### src/rtl/vdp_cpu_bus_if.sv
// Host-bus front end for the VDP: synchronizes and glitch-filters csr_n/csw_n, issues one
// request per host access and captures read data. Define CD_BITREV_EN for TMS9900 bit order on cd.
module vdp_cpu_bus_if #(
  parameter int SYNC_STAGES = 2,
  parameter int FILT_CYCLES = 3,
  parameter int RD_LAT      = 2
) (
  input  logic        clk,
  input  logic        reset,
  input  logic        csr_n,
  input  logic        csw_n,
  input  logic [1:0]  mode,
  input  logic [7:0]  cd_in,
  output logic [7:0]  cd_out,
  output logic        cd_oe,
  output logic        cpu_req,
  output logic        cpu_wrt,
  output logic [15:0] cpu_adr,
  output logic [7:0]  cpu_dbo,
  input  logic [7:0]  cpu_dbi,
  output logic        bus_err
);

  localparam logic [3:0] FILT_LAST = 4'(FILT_CYCLES - 1);
  localparam logic [2:0] RD_LAST   = 3'(RD_LAT);

  typedef enum logic [1:0] {
    IDLE,
    ISSUE,
    RD_WAIT,
    WAIT_REL
  } state_t;

  state_t state;
  state_t state_nxt;

  logic [SYNC_STAGES-1:0] rd_sync;
  logic [SYNC_STAGES-1:0] wr_sync;
  logic [SYNC_STAGES-1:0] sync_vld;
  logic                   rd_s;
  logic                   wr_s;
  logic                   rd_f;
  logic                   wr_f;
  logic [3:0]             rd_cnt;
  logic [3:0]             wr_cnt;
  logic                   armed;
  logic                   accept;
  logic                   is_read;
  logic [2:0]             lat_cnt;
  logic [1:0]             adr_q;
  logic [7:0]             dbo_q;
  logic [7:0]             cap_q;
  logic [7:0]             dbo_in;

  // sync_vld marks when the chain output reflects a post-reset sample rather than the reset fill
  always_ff @(posedge clk) begin
    if (reset) begin
      rd_sync  <= '1;
      wr_sync  <= '1;
      sync_vld <= '0;
    end else begin
      rd_sync  <= {rd_sync[SYNC_STAGES-2:0], csr_n};
      wr_sync  <= {wr_sync[SYNC_STAGES-2:0], csw_n};
      sync_vld <= {sync_vld[SYNC_STAGES-2:0], 1'b1};
    end
  end

  assign rd_s = rd_sync[SYNC_STAGES-1];
  assign wr_s = wr_sync[SYNC_STAGES-1];

  always_ff @(posedge clk) begin
    if (reset) begin
      rd_f   <= 1'b1;
      rd_cnt <= '0;
    end else if (rd_s == rd_f) begin
      rd_cnt <= '0;
    end else if (rd_cnt == FILT_LAST) begin
      rd_f   <= rd_s;
      rd_cnt <= '0;
    end else begin
      rd_cnt <= rd_cnt + 4'd1;
    end
  end

  always_ff @(posedge clk) begin
    if (reset) begin
      wr_f   <= 1'b1;
      wr_cnt <= '0;
    end else if (wr_s == wr_f) begin
      wr_cnt <= '0;
    end else if (wr_cnt == FILT_LAST) begin
      wr_f   <= wr_s;
      wr_cnt <= '0;
    end else begin
      wr_cnt <= wr_cnt + 4'd1;
    end
  end

  // A strobe still held low across reset must be seen released before it can start an access
  always_ff @(posedge clk) begin
    if (reset) begin
      armed <= 1'b0;
    end else if (sync_vld[SYNC_STAGES-1] && rd_s && wr_s && rd_f && wr_f) begin
      armed <= 1'b1;
    end
  end

  always_comb begin
    state_nxt = state;
    bus_err   = 1'b0;
    accept    = 1'b0;
    case (state)
      IDLE: begin
        if (armed) begin
          if (!rd_f && !wr_f) begin
            bus_err   = 1'b1;
            state_nxt = WAIT_REL;
          end else if (!rd_f || !wr_f) begin
            accept    = 1'b1;
            state_nxt = ISSUE;
          end
        end
      end
      ISSUE: begin
        state_nxt = is_read ? RD_WAIT : WAIT_REL;
      end
      RD_WAIT: begin
        if (lat_cnt == RD_LAST) begin
          state_nxt = (rd_f && wr_f) ? IDLE : WAIT_REL;
        end
      end
      WAIT_REL: begin
        if (rd_f && wr_f) begin
          state_nxt = IDLE;
        end
      end
      default: begin
        state_nxt = IDLE;
      end
    endcase
  end

`ifdef CD_BITREV_EN
  function automatic logic [7:0] bitrev8(input logic [7:0] b);
    logic [7:0] r;
    for (int i = 0; i < 8; i++) begin
      r[i] = b[7-i];
    end
    return r;
  endfunction

  assign dbo_in = bitrev8(cd_in);
  assign cd_out = bitrev8(cap_q);
`else
  assign dbo_in = cd_in;
  assign cd_out = cap_q;
`endif

  // is_read is refreshed every IDLE cycle so a conflict never inherits a stale read flag
  always_ff @(posedge clk) begin
    if (reset) begin
      state   <= IDLE;
      is_read <= 1'b0;
      lat_cnt <= '0;
      adr_q   <= '0;
      dbo_q   <= '0;
      cap_q   <= '0;
    end else begin
      state <= state_nxt;
      if (state == IDLE) begin
        is_read <= armed && !rd_f && wr_f;
      end
      if (accept) begin
        adr_q <= mode;
        dbo_q <= dbo_in;
      end
      if (state == ISSUE) begin
        lat_cnt <= 3'd1;
      end else if (state == RD_WAIT && lat_cnt != RD_LAST) begin
        lat_cnt <= lat_cnt + 3'd1;
      end
      if (state == RD_WAIT && lat_cnt == RD_LAST) begin
        cap_q <= cpu_dbi;
      end
    end
  end

  assign cpu_req = (state == ISSUE);
  assign cpu_wrt = (state == ISSUE) && !is_read;
  assign cpu_adr = {14'b0, adr_q};
  assign cpu_dbo = dbo_q;
  assign cd_oe   = is_read && !rd_f && (state == RD_WAIT || state == WAIT_REL);

endmodule

### config.mk
export PLATFORM = sky130hd
export DESIGN_NAME = vdp_cpu_bus_if
export DESIGN_NICKNAME = d
export VERILOG_FILES = /design/src/rtl/vdp_cpu_bus_if.sv
export SDC_FILE = /design/constraint.sdc
export NUM_CORES = 1
export LEC_CHECK = 0
export BUFFER_PORTS_ARGS = -buffer_cell sky130_fd_sc_hd__buf_2
export CAP_MARGIN = 15
export CELL_PAD_IN_SITES_DETAIL_PLACEMENT = 1
export CELL_PAD_IN_SITES_GLOBAL_PLACEMENT = 2
export CORE_ASPECT_RATIO = 1.4
export CORE_MARGIN = 1
export CORE_UTILIZATION = 31
export DETAILED_ROUTE_END_ITERATION = 6
export GPL_TIMING_DRIVEN = 0
export PLACE_DENSITY_LB_ADDON = 0.1
export SLEW_MARGIN = 10
export SYNTH_ARGS = -nofsm -noshare
export SYNTH_HDL_FRONTEND = slang
export SYNTH_SLANG_ARGS = --single-unit
### constraint.sdc
create_clock -name clk -period 4.1 [get_ports clk]
set_input_delay 0.41 -clock clk [delete_from_list [all_inputs] [get_ports clk]]
set_output_delay 0.41 -clock clk [all_outputs]
set_load 0.01 [all_outputs]
Word-level counts from Yosys, hierarchy flattened

Cells that the tools add are included.

Flip-flop bits (word level): 41
Latch bits: 0
Memory bits (writable): 0
ROM bits: 0
Input bits: 22
Output and inout bits: 36
Word-level logic and storage cells: 78
Memories: 0

Add/subtract/negate cells: 3
$mul: 0
Div/mod/pow operators: 0
$lt $le $gt $ge: 0
Eq/ne operators: 13
Shift operators: 0
Muxes and demuxes: 18
Bitwise logic cells: 2
Reductions and logical operators: 26

Operators by type and width:

| kind                                                  | number |
|---|---|
| logical AND 1 bit                                     | 13 |
| 2-to-1 mux 2 bit                                      | 6 |
| 2-to-1 mux 1 bit                                      | 11 |
| adder 4 x 1 -> 4 bit, second input constant           | 2 |
| == test 4 x 2 -> 1 bit, second input constant         | 2 |
| case mux 2 bit (4 select lines)                       | 1 |
| inequality test 2 bit, second input constant          | 3 |
| OR reduction 3 bit                                    | 2 |
| == test 2 bit, second input constant                  | 2 |
| AND reduction 2 bit                                   | 2 |
| AND reduction 4 bit                                   | 1 |
| adder 3 x 1 -> 3 bit, second input constant           | 1 |
| == test 3 x 2 -> 1 bit, second input constant         | 1 |
| zero test 1 bit                                       | 3 |
| inequality test 3 x 2 -> 1 bit, second input constant | 1 |
| inequality test 3 bit, second input constant          | 1 |
| == test 1 bit                                         | 2 |
| == test 2 x 1 -> 1 bit, second input constant         | 1 |
| zero test 2 bit                                       | 1 |
| logical OR 1 bit                                      | 2 |
| inverter 1 bit                                        | 2 |
| nonzero test 2 bit                                    | 1 |
| OR reduction 2 bit                                    | 1 |

Depth between registers and ports, before layout

Depth after elaboration: 6
Mapped depth: 6
Depth with buffers taken out: 5

Worst setup path before layout

Ideal clock, no wire load.

Path type: flip-flop to flip-flop
Start: reg rd_f
End: reg adr_q[0]
Setup time: 70 ps
Data arrival time: 1310 ps
Data required time: 4030 ps
Path slack: 2720 ps
Stages on the path, launching flop included: 7
Buffers on the path: 1
Period minus slack after synthesis: 1380 ps
Path through: dfxtp_1 -> inv_1 -> ha_1 -> nand4bb_1 -> buf_1 -> nand2_1 -> a21oi_1

Cells in the longest elaborated chain, start to end: 6
Elaborated cells between the ends (all ways): 7
Those cells by class: 4 x mux; 3 x reduce/logical

RTL lines:

| what                   | RTL line | source |
|---|---|---|
| start, declared        | 42       | `logic rd_f;` |
| start signal, assigned | 78       | `rd_f <= rd_s;` |
| zero test 1 bit (*)    | 115, 118 |  |
| logical OR 1 bit       | 118      | `end else if (!rd_f \|\| !wr_f) begin` |
| 2-to-1 mux 1 bit       | 118      |  |
| 2-to-1 mux 1 bit (*)   | 115      | `if (!rd_f && !wr_f) begin` |
| 2-to-1 mux 1 bit (*)   | 114      | `if (armed) begin` |
| 2-to-1 mux 1 bit (*)   | 112      | `case (state)` |
| end signal, assigned   | 174      | `adr_q <= mode;` |
| end, declared          | 50       | `logic [1:0] adr_q;` |

Mark *: on every way between the ends. The rest lies on a longest branch, timed or not.
A chain may end at the register's enable or synchronous reset.

Final worst setup path

Start: reg wr_f
End: out bus_err

Cells in the longest elaborated chain, start to end: 5

RTL lines:

| what                   | RTL line | source |
|---|---|---|
| start, declared        | 43       | `logic wr_f;` |
| start signal, assigned | 92       | `wr_f <= wr_s;` |
| zero test 1 bit        | 115      |  |
| logical AND 1 bit      | 115      |  |
| 2-to-1 mux 1 bit       | 115      |  |
| 2-to-1 mux 1 bit       | 114      |  |
| 2-to-1 mux 1 bit       | 112      |  |
| end, declared          | 21       | `output logic bus_err` |

No other way between the ends.

==> impl_results.md <==
* Register Area at 821 µm²
* H-tree levels at 2
* Endpoints failing setup at 0
* Mapped Area at 1790 µm²
* Syn_area_per_cell at 9.50 µm²
* Setup ws final at 2.33 ns
* Multi-input logic area at 832 µm²
* Crit. Startpoint: wr_f$_SDFFE_PP1P_
* Status: completed
* Count of cell types in the netlist at 39
* Worst path required time at 3.69 ns
* Detailed Route WL at 3600 µm
* Hold Vio Cnt, Final at 0
* Final period utilization at 43.1%
* Critical Path Sink Type: primary output
* Die Y at 91.8 µm
* Post-synthesis simple-gate area fraction at 21.0%
* Largest net degree at the start of global routing at 13
* Cell Count, Final, Fillers Out at 319
* Num Clock Sinks at 41
* RSZ-0062 raised after global routing: no
* Sequential area share after synthesis at 46.0%
* Hold Path Sink: rd_sync[0]$_SDFF_PP1_
* Leakage power at 1.01 nW
* Critical path type: flop to primary output
* Pre-CTS setup slack at 2.42 ns
* I/O pin count at 58
* Grt total ovfl at 0
* Maximum vdd ir drop at 0.148 mV
* Max-cap violations at 0
* DR DRC count at 0
* Starting Density at 32.3%
* First-iteration detailed-routing DRC count at 31
* Peak fanout along the critical path at 6
* TritonRoute pass-1 iters at 4
* Vias in the first global route at 1384
* Worst Min Path Start: csr_n
* Routed wire per std cell at 11.3 µm
* Core region area at 5530 µm²
* Area growth from synthesis to final layout at 24.6%
* Via density at 4.44
* Post-cts sizing count at 0
* R2R cell count at 6
* Die Span X at 66.1 µm
* All-layer global routing usage at 13.1%
* Final HPWL DP at 2810 µm
* Tmin final at 1.77 ns
* Pwr/cell area at 343 nW/µm²
* R2R Setup Slk at 2.44 ns
* Achievable clock frequency at 565 MHz
* Longest Clk Path Bufs at 2
* Synth Warn # at 0
* Clock Skews at 0.00819 ns
* IO Port Bufs at 43
* Post-DP Area at 2130 µm²
* Vias after detailed routing at 1417
* GP Congestion at 0.653
* Seq cells post-synth at 41
* CTS clk-pin slew, worst paths at 0.08 ns
* CTS Hold Bufs at 0
* Placed cell count at 312
* Fill cells at 689
* Detail Route Antenna Nets at 0
* Post-Synth Adder-Cell Area at 6.31%
* Root buffer cell: clkbuf_8
* Site Rows at 32
* Post-Synth XOR/XNOR Area at 2.94%
* Yosys top cell area share at 46.0%
* Postcts setup bufs at 0
* First-pass GRT wire length at 6070 µm
* Synth top area cells: dfxtp_1, buf_4, ha_1, nand2_1, mux2i_1
* Share of layout cells above drive strength 1 at 31.5%
* Finished Cell Area at 2220 µm²
* Compound-cell area share of the yosys netlist at 8.97%
* Mux cell area share after synthesis at 4.48%
* FF-to-FF End: adr_q[1]$_SDFFE_PP0P_
* Hold path depth at 2
* Mapped Cells at 188
* Sum Neg Setup Slack at 0 ns
* Post-synth top area cell: dfxtp_1
* Hold slack final at 0.296 ns
* Crit path launch type: flop
* Ant. Diodes at 0
* TritonCTS buffer count at 5
* Final Max Slew Viols at 0
* CTS tree: done
* HP Class: input pin to flop
* Skew-Pair Late Insertion Delay at 0.29 ns
* Largest family of logic cells by synthesized area: simple AND/OR/NAND/NOR gates
* Critical path arrival at 1.36 ns
* Reg-to-Reg Start: wr_f$_SDFFE_PP1P_
* Die ar. at 6070 µm²
* Final Net Count at 282
* Initial antenna violation count at 0
[through the flow]
step	total power [mW]	utilization, %
6_report	0.764	40.3
5_1_grt	0.801	40.3
4_1_cts	0.780	40.3
3_5_place_dp	0.508	38.6
3_3_place_gp	0.508	38.6
2_1_floorplan	0.484	-
[final cells by class]
type | count | area share [%]
clock inverter | 1 | 0.337
timing repair buffer | 43 | 9.67
multi-input combinational | 132 | 37.4
sequential | 41 | 36.9
inverter | 6 | 1.01
clock buffer | 6 | 3.71
buffer | 22 | 7.14
tap | 68 | 3.82
[sequential cells by signal, indices dropped and copies added, names as in the netlist]
signal,count
rd_f,1
state,2
wr_cnt,4
rd_cnt,4
cd_out,8
lat_cnt,3
sync_vld,2
rd_sync,2
armed,1
wr_f,1
cpu_dbo,8
wr_sync,2
adr_q,2
is_read,1
[how the worst max path moves through the flow]
| stage | endpoint | slack (ns) |
|---|---|---|
| CTS | bus_err | 2.29 |
| global placement | adr_q[1]$_SDFFE_PP0P_ | 2.43 |
| floorplan | adr_q[0]$_SDFFE_PP0P_ | 2.72 |
| detailed placement | adr_q[0]$_SDFFE_PP0P_ | 2.42 |
| global route | bus_err | 2.24 |
| finish | bus_err | 2.33 |
[Yosys cell counts (all sizes together)]
| master | number |
|---|---|
| nor2 | 18 |
| a21oi | 12 |
| nand2 | 25 |
| and3 | 3 |
| dfxtp | 41 |
| or2 | 4 |
| nand4bb | 1 |
| inv | 6 |
| nor4b | 1 |
| nor2b | 4 |
| a21o | 1 |
| and4bb | 2 |
| a311oi | 1 |
| nand3 | 3 |
| a31oi | 2 |
| conb | 1 |
| nand2b | 2 |
| nor3b | 2 |
| nor3 | 1 |
| or3 | 2 |
| a2111oi | 1 |
| mux2i | 8 |
| xnor2 | 4 |
| a211oi | 2 |
| o21ai | 1 |
| and2 | 1 |
| a22o | 1 |
| nor4 | 1 |
| o211ai | 2 |
| xor2 | 2 |
| nand4 | 1 |
| nand3b | 1 |
| buf | 22 |
| ha | 9 |
[power by group]
group / internal [mW] / switching, mW
clock network: 0.133 / 0.133
registers: 0.408 / 0.00762
logic: 0.0413 / 0.0411
total: 0.582 / 0.182
[metal layers]
metal	wire (µm)	GRT usage [%]	share of wire [%]	vias to the layer above
li1	-	-	-	721
met1	1550	14.5	43	653
met2	1750	22.3	49	38
met3	229	4.23	6.4	5
met4	76	5.85	2.1	0
met5	0	0	0	-
[critical path, stage by stage (launching register included)]
cell and delay [ns]:
dfxtp_1 0.45, inv_1 0.11, ha_1 0.21, and3_1 0.17, buf_2 0.13
[layout by cell type (no fill, tap or decap), drive strengths merged, types with 6 or more instances in the layout]
| cell type | instances |
|---|---|
| a21oi | 12 |
| buf | 65 |
| clkbuf | 6 |
| conb | 14 |
| dfxtp | 41 |
| ha | 9 |
| inv | 6 |
| mux2i | 8 |
| nand2 | 25 |
| nor2 | 18 |
[cells by family after synthesis]
logic type / after synthesis
AND/OR/NAND/NOR: 72
flip-flops: 41
buffers and inverters: 28
AO/OA/AOI/OAI: 23
adder cells (fa/ha/maj): 9
multiplexers: 8
XOR/XNOR: 6
other: 1
Note: power is estimated with default switching activity, not from simulation.
